`src/rtl/ps2_scancode_assembler.sv`:
```
// Folds PS/2 Set-2 byte sequences into single {ext, brk, code} key events, tracks modifier
// keys and holds each event in a one-deep valid/ready slot with sticky overrun reporting.
module ps2_scancode_assembler #(
  parameter int unsigned TIMEOUT_CYCLES = 500000,
  parameter logic [7:0]  PAUSE_CODE     = 8'h77
) (
  input  logic       clk,
  input  logic       rst_n,
  input  logic [7:0] in_data,
  input  logic       in_valid,
  output logic [7:0] out_code,
  output logic       out_ext,
  output logic       out_brk,
  output logic       out_sys,
  output logic       out_valid,
  input  logic       out_ready,
  output logic       mod_shift,
  output logic       mod_ctrl,
  output logic       mod_alt,
  output logic       overrun,
  input  logic       ovr_clear,
  output logic       err_timeout
);

  localparam int unsigned TimerW = ($clog2(TIMEOUT_CYCLES) > 0) ? $clog2(TIMEOUT_CYCLES) : 1;
  localparam logic [TimerW-1:0] TimerLast = TimerW'(TIMEOUT_CYCLES - 1);

  typedef enum logic [2:0] {StIdle, StE0, StF0, StE0F0, StPause} state_e;

  state_e            state_q, state_d;
  logic [2:0]        cnt_q, cnt_d;
  logic [TimerW-1:0] timer_q, timer_d;
  logic              timeout;
  logic              evt_fire, evt_ext, evt_brk, evt_sys;
  logic [7:0]        evt_code;
  logic              mod_upd, shift_d, ctrl_d, alt_d;
  logic              is_sys, is_fake;

  assign is_sys  = in_data inside {8'hAA, 8'hFA, 8'hFE, 8'hEE, 8'h00, 8'hFF};
  assign is_fake = (in_data == 8'h12) || (in_data == 8'h59);

  always_comb begin
    state_d  = state_q;
    cnt_d    = cnt_q;
    timeout  = 1'b0;
    evt_fire = 1'b0;
    evt_code = in_data;
    evt_ext  = 1'b0;
    evt_brk  = 1'b0;
    evt_sys  = 1'b0;
    if (in_valid) begin
      unique case (state_q)
        StIdle: begin
          if (in_data == 8'hE0) begin
            state_d = StE0;
          end else if (in_data == 8'hF0) begin
            state_d = StF0;
          end else if (in_data == 8'hE1) begin
            state_d = StPause;
            cnt_d   = 3'd7;
          end else begin
            evt_fire = 1'b1;
            evt_sys  = is_sys;
          end
        end
        StE0: begin
          if (in_data == 8'hF0) begin
            state_d = StE0F0;
          end else if (in_data != 8'hE0 && in_data != 8'hE1) begin
            state_d  = StIdle;
            evt_fire = !is_fake;
            evt_ext  = 1'b1;
          end
        end
        StF0: begin
          state_d  = StIdle;
          evt_fire = 1'b1;
          evt_brk  = 1'b1;
        end
        StE0F0: begin
          state_d  = StIdle;
          evt_fire = !is_fake;
          evt_ext  = 1'b1;
          evt_brk  = 1'b1;
        end
        StPause: begin
          cnt_d = cnt_q - 3'd1;
          if (cnt_q == 3'd1) begin
            state_d  = StIdle;
            evt_fire = 1'b1;
            evt_ext  = 1'b1;
            evt_code = PAUSE_CODE;
          end
        end
        default: state_d = StIdle;
      endcase
    end else if (state_q != StIdle && timer_q == TimerLast) begin
      state_d = StIdle;
      timeout = 1'b1;
    end
  end

  assign timer_d = (in_valid || state_q == StIdle || timeout) ? '0 : timer_q + 1'b1;

  // Modifiers follow the key stream even when the event itself is dropped.
  assign mod_upd = evt_fire && !evt_sys && (state_q != StPause);

  always_comb begin
    shift_d = mod_shift;
    ctrl_d  = mod_ctrl;
    alt_d   = mod_alt;
    if (mod_upd) begin
      if (!evt_ext && (evt_code == 8'h12 || evt_code == 8'h59)) shift_d = !evt_brk;
      if (evt_code == 8'h14) ctrl_d = !evt_brk;
      if (evt_code == 8'h11) alt_d = !evt_brk;
    end
  end

  always_ff @(posedge clk) begin
    if (!rst_n) begin
      state_q     <= StIdle;
      cnt_q       <= 3'd0;
      timer_q     <= '0;
      err_timeout <= 1'b0;
      mod_shift   <= 1'b0;
      mod_ctrl    <= 1'b0;
      mod_alt     <= 1'b0;
      out_valid   <= 1'b0;
      out_code    <= 8'h00;
      out_ext     <= 1'b0;
      out_brk     <= 1'b0;
      out_sys     <= 1'b0;
      overrun     <= 1'b0;
    end else begin
      state_q     <= state_d;
      cnt_q       <= cnt_d;
      timer_q     <= timer_d;
      err_timeout <= timeout;
      mod_shift   <= shift_d;
      mod_ctrl    <= ctrl_d;
      mod_alt     <= alt_d;
      if (evt_fire && (!out_valid || out_ready)) begin
        out_valid <= 1'b1;
        out_code  <= evt_code;
        out_ext   <= evt_ext;
        out_brk   <= evt_brk;
        out_sys   <= evt_sys;
      end else if (out_ready) begin
        out_valid <= 1'b0;
      end
      if (ovr_clear) begin
        overrun <= 1'b0;
      end else if (evt_fire && out_valid && !out_ready) begin
        overrun <= 1'b1;
      end
    end
  end

endmodule
```
`config.mk`:
```
export PLATFORM = sky130hd
export DESIGN_NAME = ps2_scancode_assembler
export DESIGN_NICKNAME = d
export VERILOG_FILES = /design/src/rtl/ps2_scancode_assembler.sv
export SDC_FILE = /design/constraint.sdc
export NUM_CORES = 1
export LEC_CHECK = 0
export ABC_AREA = 1
export CAP_MARGIN = 10
export CORE_ASPECT_RATIO = 0.7
export CORE_MARGIN = 2
export CORE_UTILIZATION = 60
export DETAILED_ROUTE_END_ITERATION = 10
export PLACE_DENSITY = 0.86
export SLEW_MARGIN = 10
export SYNTH_ARGS = -nofsm -noshare
export SYNTH_HDL_FRONTEND = slang
export SYNTH_SLANG_ARGS = --single-unit
```
`constraint.sdc`:
```
create_clock -name clk -period 2.9 [get_ports clk]
set_input_delay 0.58 -clock clk [delete_from_list [all_inputs] [get_ports clk]]
set_output_delay 0.58 -clock clk [all_outputs]
set_load 0.05 [all_outputs]
```
==> Word level (Yosys, flattened, before mapping) <==
Index checks and enable logic that the tools add are counted.
{ "totals": {"regBits": 42, "out_inout_bits": 17, "wordCells": 118} }
{ "op_classes": {"n_addsub": 2, "eq_ne": 29, "muxes": 39, "bitwise": 1, "n_reduce_logical": 34} }
{ "op_table": {"columns": ["cell", "n"], "rows": [
  ["8-bit == test (second input constant)", 8],
  ["3-bit 2-to-1 mux", 11],
  ["8-bit by 5-bit == test with 1-bit output (second input constant)", 4],
  ["8-bit 2-to-1 mux", 3],
  ["1-bit 2-to-1 mux", 21],
  ["19-bit by 1-bit adder with 19-bit output (second input constant)", 1],
  ["19-bit == test (second input constant)", 1],
  ["8-bit by 7-bit == test with 1-bit output (second input constant)", 2],
  ["8-bit inequality test (second input constant)", 2],
  ["3-bit one-hot mux with 3 select lines", 1],
  ["1-bit logical AND", 8],
  ["8-bit logical NOT", 1],
  ["3-bit by 1-bit == test with 1-bit output (second input constant)", 2],
  ["3-bit by 2-bit == test with 1-bit output (second input constant)", 2],
  ["1-bit logical NOT", 6],
  ["2-bit inequality test (second input constant)", 3],
  ["3-bit inequality test (second input constant)", 2],
  ["3-bit one-hot mux with 2 select lines", 1],
  ["2-bit AND reduction", 3],
  ["2-bit nonzero test", 3],
  ["6-bit nonzero test", 1],
  ["2-bit OR reduction", 3],
  ["1-bit logical OR", 5],
  ["5-bit inequality test (second input constant)", 1],
  ["10 further kinds", 10]
]} }

==> Longest topological paths before layout <==
{ "logic_depth": {"depth_word": 11, "mapped_depth": 14, "depth_no_buf": 13} }

==> Least setup slack after synthesis <==
Ideal clock, no wire load.
{ "synth_path": {"path_type": "input to register", "from": "input port in_data[4]", "to": "register out_code[7]", "setup_ns": 0.131, "arrival_time_ns": 1.657, "t_required_ns": 2.769, "setup_slack_ns": 1.112, "stages": 13, "path_cell_list": "inv_1 > nand2_2 > nor2_8 > nand2_2 > nand4_4 > nand2_4 > nor2_8 > nand2_4 > nand3_4 > buf_12 > o21ai_2 > inv_2 > nor2_2"} }
{ "synth_between": {"elab_chain_len": 8, "elab_cells_between_ends": 18, "classes_between": "7 x eq/ne; 7 x mux; 4 x reduce/logical"} }
{ "synth_rtl": {"columns": ["element", "line", "source"], "rows": [
  ["start, declared", "9", "input logic [7:0] in_data,"],
  ["8-bit by 5-bit == test with 1-bit output or 8-bit by 7-bit == test with 1-bit output (tied branches)", "40", "assign is_fake = (in_data == 8'h12) || (in_data == 8'h59);"],
  ["1-bit logical OR", "40", null],
  ["1-bit logical NOT", "71, 82", null],
  ["1-bit 2-to-1 mux", "69", "end else if (in_data != 8'hE0 && in_data != 8'hE1) begin"],
  ["1-bit 2-to-1 mux", "67", "if (in_data == 8'hF0) begin"],
  ["1-bit one-hot mux with 5 select lines (*)", "52", "unique case (state_q)"],
  ["1-bit 2-to-1 mux (*)", "51", "if (in_valid) begin"],
  ["1-bit logical AND (*)", "142", "if (evt_fire && (!out_valid || out_ready)) begin"],
  ["end signal, assigned", "144", "out_code <= evt_code;"],
  ["end, declared", "11", "output logic [7:0] out_code,"]
]} }
Every way passes the cells marked *; elsewhere a longest branch is shown, timed or not.
A chain may end at the register's enable or synchronous reset.

==> Worst setup path after layout <==
{ "layout_path": {"from": "input port in_data[7]", "to": "register out_code[0]"} }
The elaborated chain is that of the path after synthesis.

==> reports/results.tsv <==
metric	value	unit
num_vias	2334	
grt_pass1_vias	2059	
cp-startpoint	in_data[7]	
syn_area	2460	µm²
grt_overflow	0	
synthDistinctLibCells	38	
worstPathRequired	3.12	ns
diodes	0	
slew_viol_final	0	
cts.htree.levels	2	
p_switching	309	µW
holdWs	0.460	ns
cts_tree	done	
port_buffers	29	
nNetsFinal	397	
track_usage	0.264	
core.rowCount	19	
start_util	0.627	
hold_depth	1	
switching_share	0.275	
area_growth	16.8	%
p_seq_frac	0.528	
syn_nets	365	
ios	30	
clock_path_buffers	2	
viasPerCell	5.38	
peakVddDrop	0.415	mV
post_cts_buffers	0	
path_class	primary input to flop	
netlist_instances	349	
root_buffer	clkbuf_8	
yosysTopAreaCell	dfxtp_1	
relSlewSlack	0.660	
tns	0	ns
first_iter_violations	178	
reg2reg_slack	0.85	ns
post_route_cells_drive_above_1_share	0.139	
p_per_area	391	nW/µm²
r2r_end	timer_q[10]$_SDFF_PP0_	
tightest_slew	0.508	ns
final_common_cell	nand2_1	
min_to	timer_q[0]$_SDFF_PP0_	
reg2reg_depth	9	
clock_latency	0.29	ns
crit_path_max_fanout	9	
status	finished clean	
r2r-start	timer_q[0]$_SDFF_PP0_	
cts_hold_buf	0	
ys_ff_latch	42	
grt_max_degree	19	
cts_resized	0	
synth-seq-area-share	0.342	
min_period	2.26	ns
clkSinkCount	42	
remaining_drc_errors	0	
crit_path_start_kind	primary input	
fp.dieH	57.6	µm
rsz0062_at_grt	false	
multi_input_area	1380	µm²
antenna_found_initial	0	
hpwl	4.26	mm
crit_path_end_kind	flop	
drt-wirelength-per-cell	12.7	µm
cap_violations	0	
clock_skew	0.00678	ns
worstPathArrival	2.48	ns
final_core_util	0.732	
die_area	4630	µm²
antenna_left	0	
hold_path.startpoint	timer_q[0]$_SDFF_PP0_	
intPower	815	µW
grt_pass1_wl	9.49	mm
drt-total-wl	5.50	mm
fmax	0.443	GHz
clkPwrFrac	0.326	
mostFrequentLayoutCells	61 x nand2_1, 54 x nor2_1, 46 x inv_1	
n_fill_cell	313	
cts_buffers	5	
dieWidth	80.5	µm
avgSynthCellArea	7.04	µm²
ff_latch_area	841	µm²
gp_congestion	0.898	
ys_top_cells_by_area	dfxtp_1 34%, nand2_1 9.3%, nor2_1 8.2%	
post-route-period-util	0.778	
yosysWarningCount	0	
finalHoldViolations	0	
combinationalPowerShare	0.146	
coreArea	3920	µm²
hold_class	flop to flop	
synth_top_area_frac	0.342	
clk_pin_slew	0.08	ns
dr.pass1.iters	4	
leakagePower	1.14	nW
setup_viol	0	
sequential cells by signal, summed over array words and instances (netlist names):
register and flops:
timer_q 19, mod_alt 1, state_q 3, out_sys 1, err_timeout 1, cnt_q 3
mod_ctrl 1, out_valid 1, overrun 1, out_brk 1, out_ext 1, mod_shift 1
out_code 8
cells by family (layout without fill, tap and decap cells):
kind of cell             count (synthesis)  in the layout  synth area share
AO/OA/AOI/OAI                           45             45             0.111
XOR/XNOR                                 5              5            0.0178
adder cells (fa/ha/maj)                  3              3            0.0153
buffers and inverters                   56             89            0.0952
flip-flops                              42             42             0.342
AND/OR/NAND/NOR                        198            198             0.418
stage by stage:
step | instances | setup slack (ns) | area, µm² | power [mW]
final | 434 | 0.643 | 2870 | 1.12
after global routing | 434 | 0.467 | 2870 | 1.18
after CTS | 434 | 0.666 | 2870 | 1.13
after detailed placement | 426 | 0.365 | 2790 | 0.770
after global placement | 426 | 0.425 | 2790 | 0.768
after floorplan | 349 | 1.11 | 2460 | 0.719
synthesized netlist by cell type:
library cell  count
a21oi_2           6
inv_1            46
nand2_4           4
buf_4             1
nor3b_1           2
nor2_2            2
xor2_1            4
o211ai_1          2
o21bai_1          2
xnor2_1           1
buf_12            1
nand3_1          18
or2_2             3
buf_2             3
nand3_2           2
nor2_1           54
nand2_2          13
inv_2             2
o21a_1            1
nand4_1          11
nand2_1          61
nor2_8            2
nor4_1            6
dfxtp_1          42
clkbuf_1          1
o21ai_0          10
ha_1              3
nor3_1           12
a221oi_1          1
nor2_4            4
nand4_4           1
a21oi_1          20
o21ai_2           2
nand3_4           2
buf_1             1
and3_1            1
clkinv_1          1
a211oi_1          1
power by group through the flow:
| stage | Sequential [mW] | Clock, mW | Combinational (mW) |
|---|---|---|---|
| finish | 0.594 | 0.366 | 0.164 |
| global route | 0.595 | 0.401 | 0.180 |
| CTS | 0.594 | 0.372 | 0.164 |
| detailed placement | 0.607 | 0 | 0.163 |
| global placement | 0.607 | 0 | 0.161 |
| floorplan | 0.638 | 0 | 0.0805 |
worst max-delay path by stage:
stage                     cells past startpoint                  endpoint
after detailed placement                      9  out_code[0]$_SDFFE_PN0P_
after CTS                                     9  out_code[0]$_SDFFE_PN0P_
after global routing                         11  out_code[3]$_SDFFE_PN0P_
final                                         9  out_code[0]$_SDFFE_PN0P_
after floorplan                              13  out_code[7]$_SDFFE_PN0P_
after global placement                       12      mod_alt$_SDFFE_PN0P_
cell type report:
class / count / area share
multi-input combinational: 251 / 0.482
sequential: 42 / 0.293
timing repair buffer: 32 / 0.109
inverter: 49 / 0.0640
clock buffer: 6 / 0.0253
tap: 52 / 0.0226
clock inverter: 2 / 0.00479
critical path: stages:
cell	delay [ns]
clkdlybuf4s50_1	0.65
nor2_1	0.12
nand2_1	0.11
nor2_1	0.06
o21ai_2	0.19
nand3_4	0.11
a21oi_2	0.34
nand3_1	0.16
a21oi_2	0.16
metal layers:
layer	global-route usage	part of all wire
met2	0.367	0.41
met3	0.0744	0.076
met1	0.412	0.51
met5	0	0
met4	0.0412	0.0089
Note: power is estimated with default switching activity, not from simulation.
==> patch, RTL diff (same settings) <==
The parameter `TIMEOUT_CYCLES` goes from 500000 to 1000000.
--- a/src/rtl/ps2_scancode_assembler.sv
+++ b/src/rtl/ps2_scancode_assembler.sv
@@ -1,7 +1,7 @@
 // Folds PS/2 Set-2 byte sequences into single {ext, brk, code} key events, tracks modifier
 // keys and holds each event in a one-deep valid/ready slot with sticky overrun reporting.
 module ps2_scancode_assembler #(
-  parameter int unsigned TIMEOUT_CYCLES = 500000,
+  parameter int unsigned TIMEOUT_CYCLES = 1000000,
   parameter logic [7:0]  PAUSE_CODE     = 8'h77
 ) (
   input  logic       clk,
Behaviour: no difference found for any inputs over 10 cycles, from zero or initial values and one cycle with rst_n low; that may be too few to reach the edited logic, so the function may still have changed.
==> patch against the unedited design <==
Critical path depth up 4; global-route usage increased by 0.64 points; maximum frequency grew 2.2%; setup slack gained 0.049 ns; clock skew grew 0.0026 ns; power increased by 20%; synthesized area fell by 4.9%; cell area fell by 3.5%; clock power rose by 7.4%; routed wire length rose by 4.9%; sequential cell count up 1; cell count is 2.3% lower; utilization increased by 3.2 points; critical path type unchanged; largest cell class unchanged; largest power group unchanged.
==> patch: results (changes against the unedited design) <==
detailed_routing:
  vias_per_cell: 5.476  # +1.8%
  drtIter0Drc: 284  # +60%
  wl_um: 5768  # +4.9%
  drtPass1Iterations: 5  # +1
clock_tree:
  insertion_delay_ns: 0.30
  htreeDepth: 2  # unchanged
  clockRootBuffer: "clkbuf_8"
  cts_resized: 0  # unchanged
  numCtsBuffers: 5  # unchanged
  postCtsSetupRepairBufs: 0  # unchanged
  clk_path_buf_depth: 2  # unchanged
  clkTransAtPathRegs_ns: 0.08  # about the same
cells_and_area:
  n_antenna_cell: 0  # unchanged
  fin_nets: 390  # -1.8%
  largest_reg_flops: 20  # +1
  drive_gt1_frac: 0.1203  # -0.01842
  reg_top3: "timer_q: 20 flops, out_code: 8 flops"
worst_setup_path:
  startpoint: "in_data[6]"
  rr_startpoint: "timer_q[0]"
  cp_slowest_cell: "clkdlybuf4s50_1"
  crit_arrival_ns: 2.42  # -0.06 ns
  cp_max_fo: 11  # +2
  critPathTopFamily: "simple AND/OR/NAND/NOR gates"
  slowest_delay_ns: 0.61  # -0.04 ns
logic_synthesis:
  yosysSeqAreaShare: 0.3683  # +0.02632
  ys_top_cells_by_count: "71 x nor2_1, 54 x nand2_1, 43 x dfxtp_1, 39 x inv_1, 15 x a21oi_1"
  yosysUniqueCellTypes: 34  # -11%
  yosys-top-cells-area: "dfxtp_1 37%, nor2_1 11%, nand2_1 8.7%, inv_1 6.3%, a21oi_1 3.2%"
  synth_warnings: 0  # unchanged
  synth_flop_cell: "dfxtp_1"
  async_flop_share: 0  # unchanged
  syn_nets: 356  # -2.5%
grt:
  grt_pass1_wl_um: 9480  # -0.15%
  grt_usage: 0.2706  # +0.006371
  grt_pass1_vias: 2031  # -1.4%
  antenna_found_initial: 0  # unchanged
  grt_max_degree: 21  # +2
timing:
  slew_headroom: 0.6290  # -0.03143
  clock_skew_ns: 0.009335  # +0.002551 ns
placement:
  portBuffers: 29  # unchanged
  gp_congestion: 0.9176  # +2.1%
  dpl.hpwl_um: 4276  # +0.37%
hold_path:
  hold_class: "flop to flop"
  worstHoldStart: "timer_q[0]"
pwr:
  p_sw_frac: 0.3242  # +0.04949
  max-vdd-ir-drop_mv: 0.3878  # -6.5%
  leakagePower_nw: 1.039  # -8.8%
outcome:
  status: "completed"
==> patch: per-layer routing <==
| metal | share of wire | GRT usage | up-vias | wire length (um) |
|---|---|---|---|---|
| li1 | - | - | 1157 | - |
| met1 | 0.49 | 0.4108 | 1056 | 2826 |
| met2 | 0.43 | 0.3883 | 94 | 2454 |
| met3 | 0.070 | 0.05519 | 15 | 401 |
| met4 | 0.015 | 0.06516 | 0 | 86 |
| met5 | 0 | 0 | - | 0 |
==> patch: logic make-up (layout without fill, tap and decap cells) <==
logic type,Yosys count,in the layout,synth area share
adder cells (fa/ha/maj),3,3,0.01606
flip-flops,43,43,0.3683
AND/OR/NAND/NOR,196,196,0.4058
XOR/XNOR,10,10,0.03748
buffers and inverters,52,86,0.08780
AO/OA/AOI/OAI,36,36,0.08458
==> patch: area by class of cell <==
type                    instances  area [um^2]
multi-input cells             245         1271
flip-flops and latches         43        860.8
fillers                       279        854.6
repair buffers                 32        312.8
inverters                      47        176.4
clock buffers                   6        82.58
well taps                      50        62.56
clock inverters                 1        5.005
==> patch: power groups by stage <==
| stage | clock network (mW) | logic (mW) | registers (mW) |
|---|---|---|---|
| global placement | 0 | 0.300 | 0.651 |
| floorplan | 0 | 0.146 | 0.717 |
| finish | 0.393 | 0.313 | 0.640 |
| global route | 0.419 | 0.335 | 0.643 |
| detailed placement | 0 | 0.307 | 0.652 |
| CTS | 0.396 | 0.311 | 0.639 |
==> patch: path summary, 6_finish.rpt <==
path	depth (start not counted)	to	slack, ns
worst max-delay path	13	out_code[7]	0.69
worst max register to register	9	timer_q[14]	1.07
worst min-delay path	1	timer_q[0]	0.46
worst min register to register	1	timer_q[0]	0.46
==> patch: metrics by stage <==
stage          power (mW)  cells    util  setup slack, ns  area (um^2)
4_1_cts             1.345    424  0.7643           0.7276         2771
2_1_floorplan      0.8628    340       -            1.216         2337
3_3_place_gp       0.9511    417  0.7402           0.4656         2684
6_report            1.346    424  0.7643           0.6923         2771
3_5_place_dp       0.9597    417  0.7402           0.4173         2684
5_1_grt             1.396    424  0.7643           0.5502         2771
==> patch: worst register-to-register path, cell delays in order (launching register included) <==
cell and delay [ns]:
dfxtp_1 0.36, ha_1 0.19, nand3_1 0.11, nand3b_1 0.25, nor2_2 0.19, nand3_2 0.15
nor2_2 0.18, nand3_1 0.11, nor2_1 0.13, nor3b_2 0.06
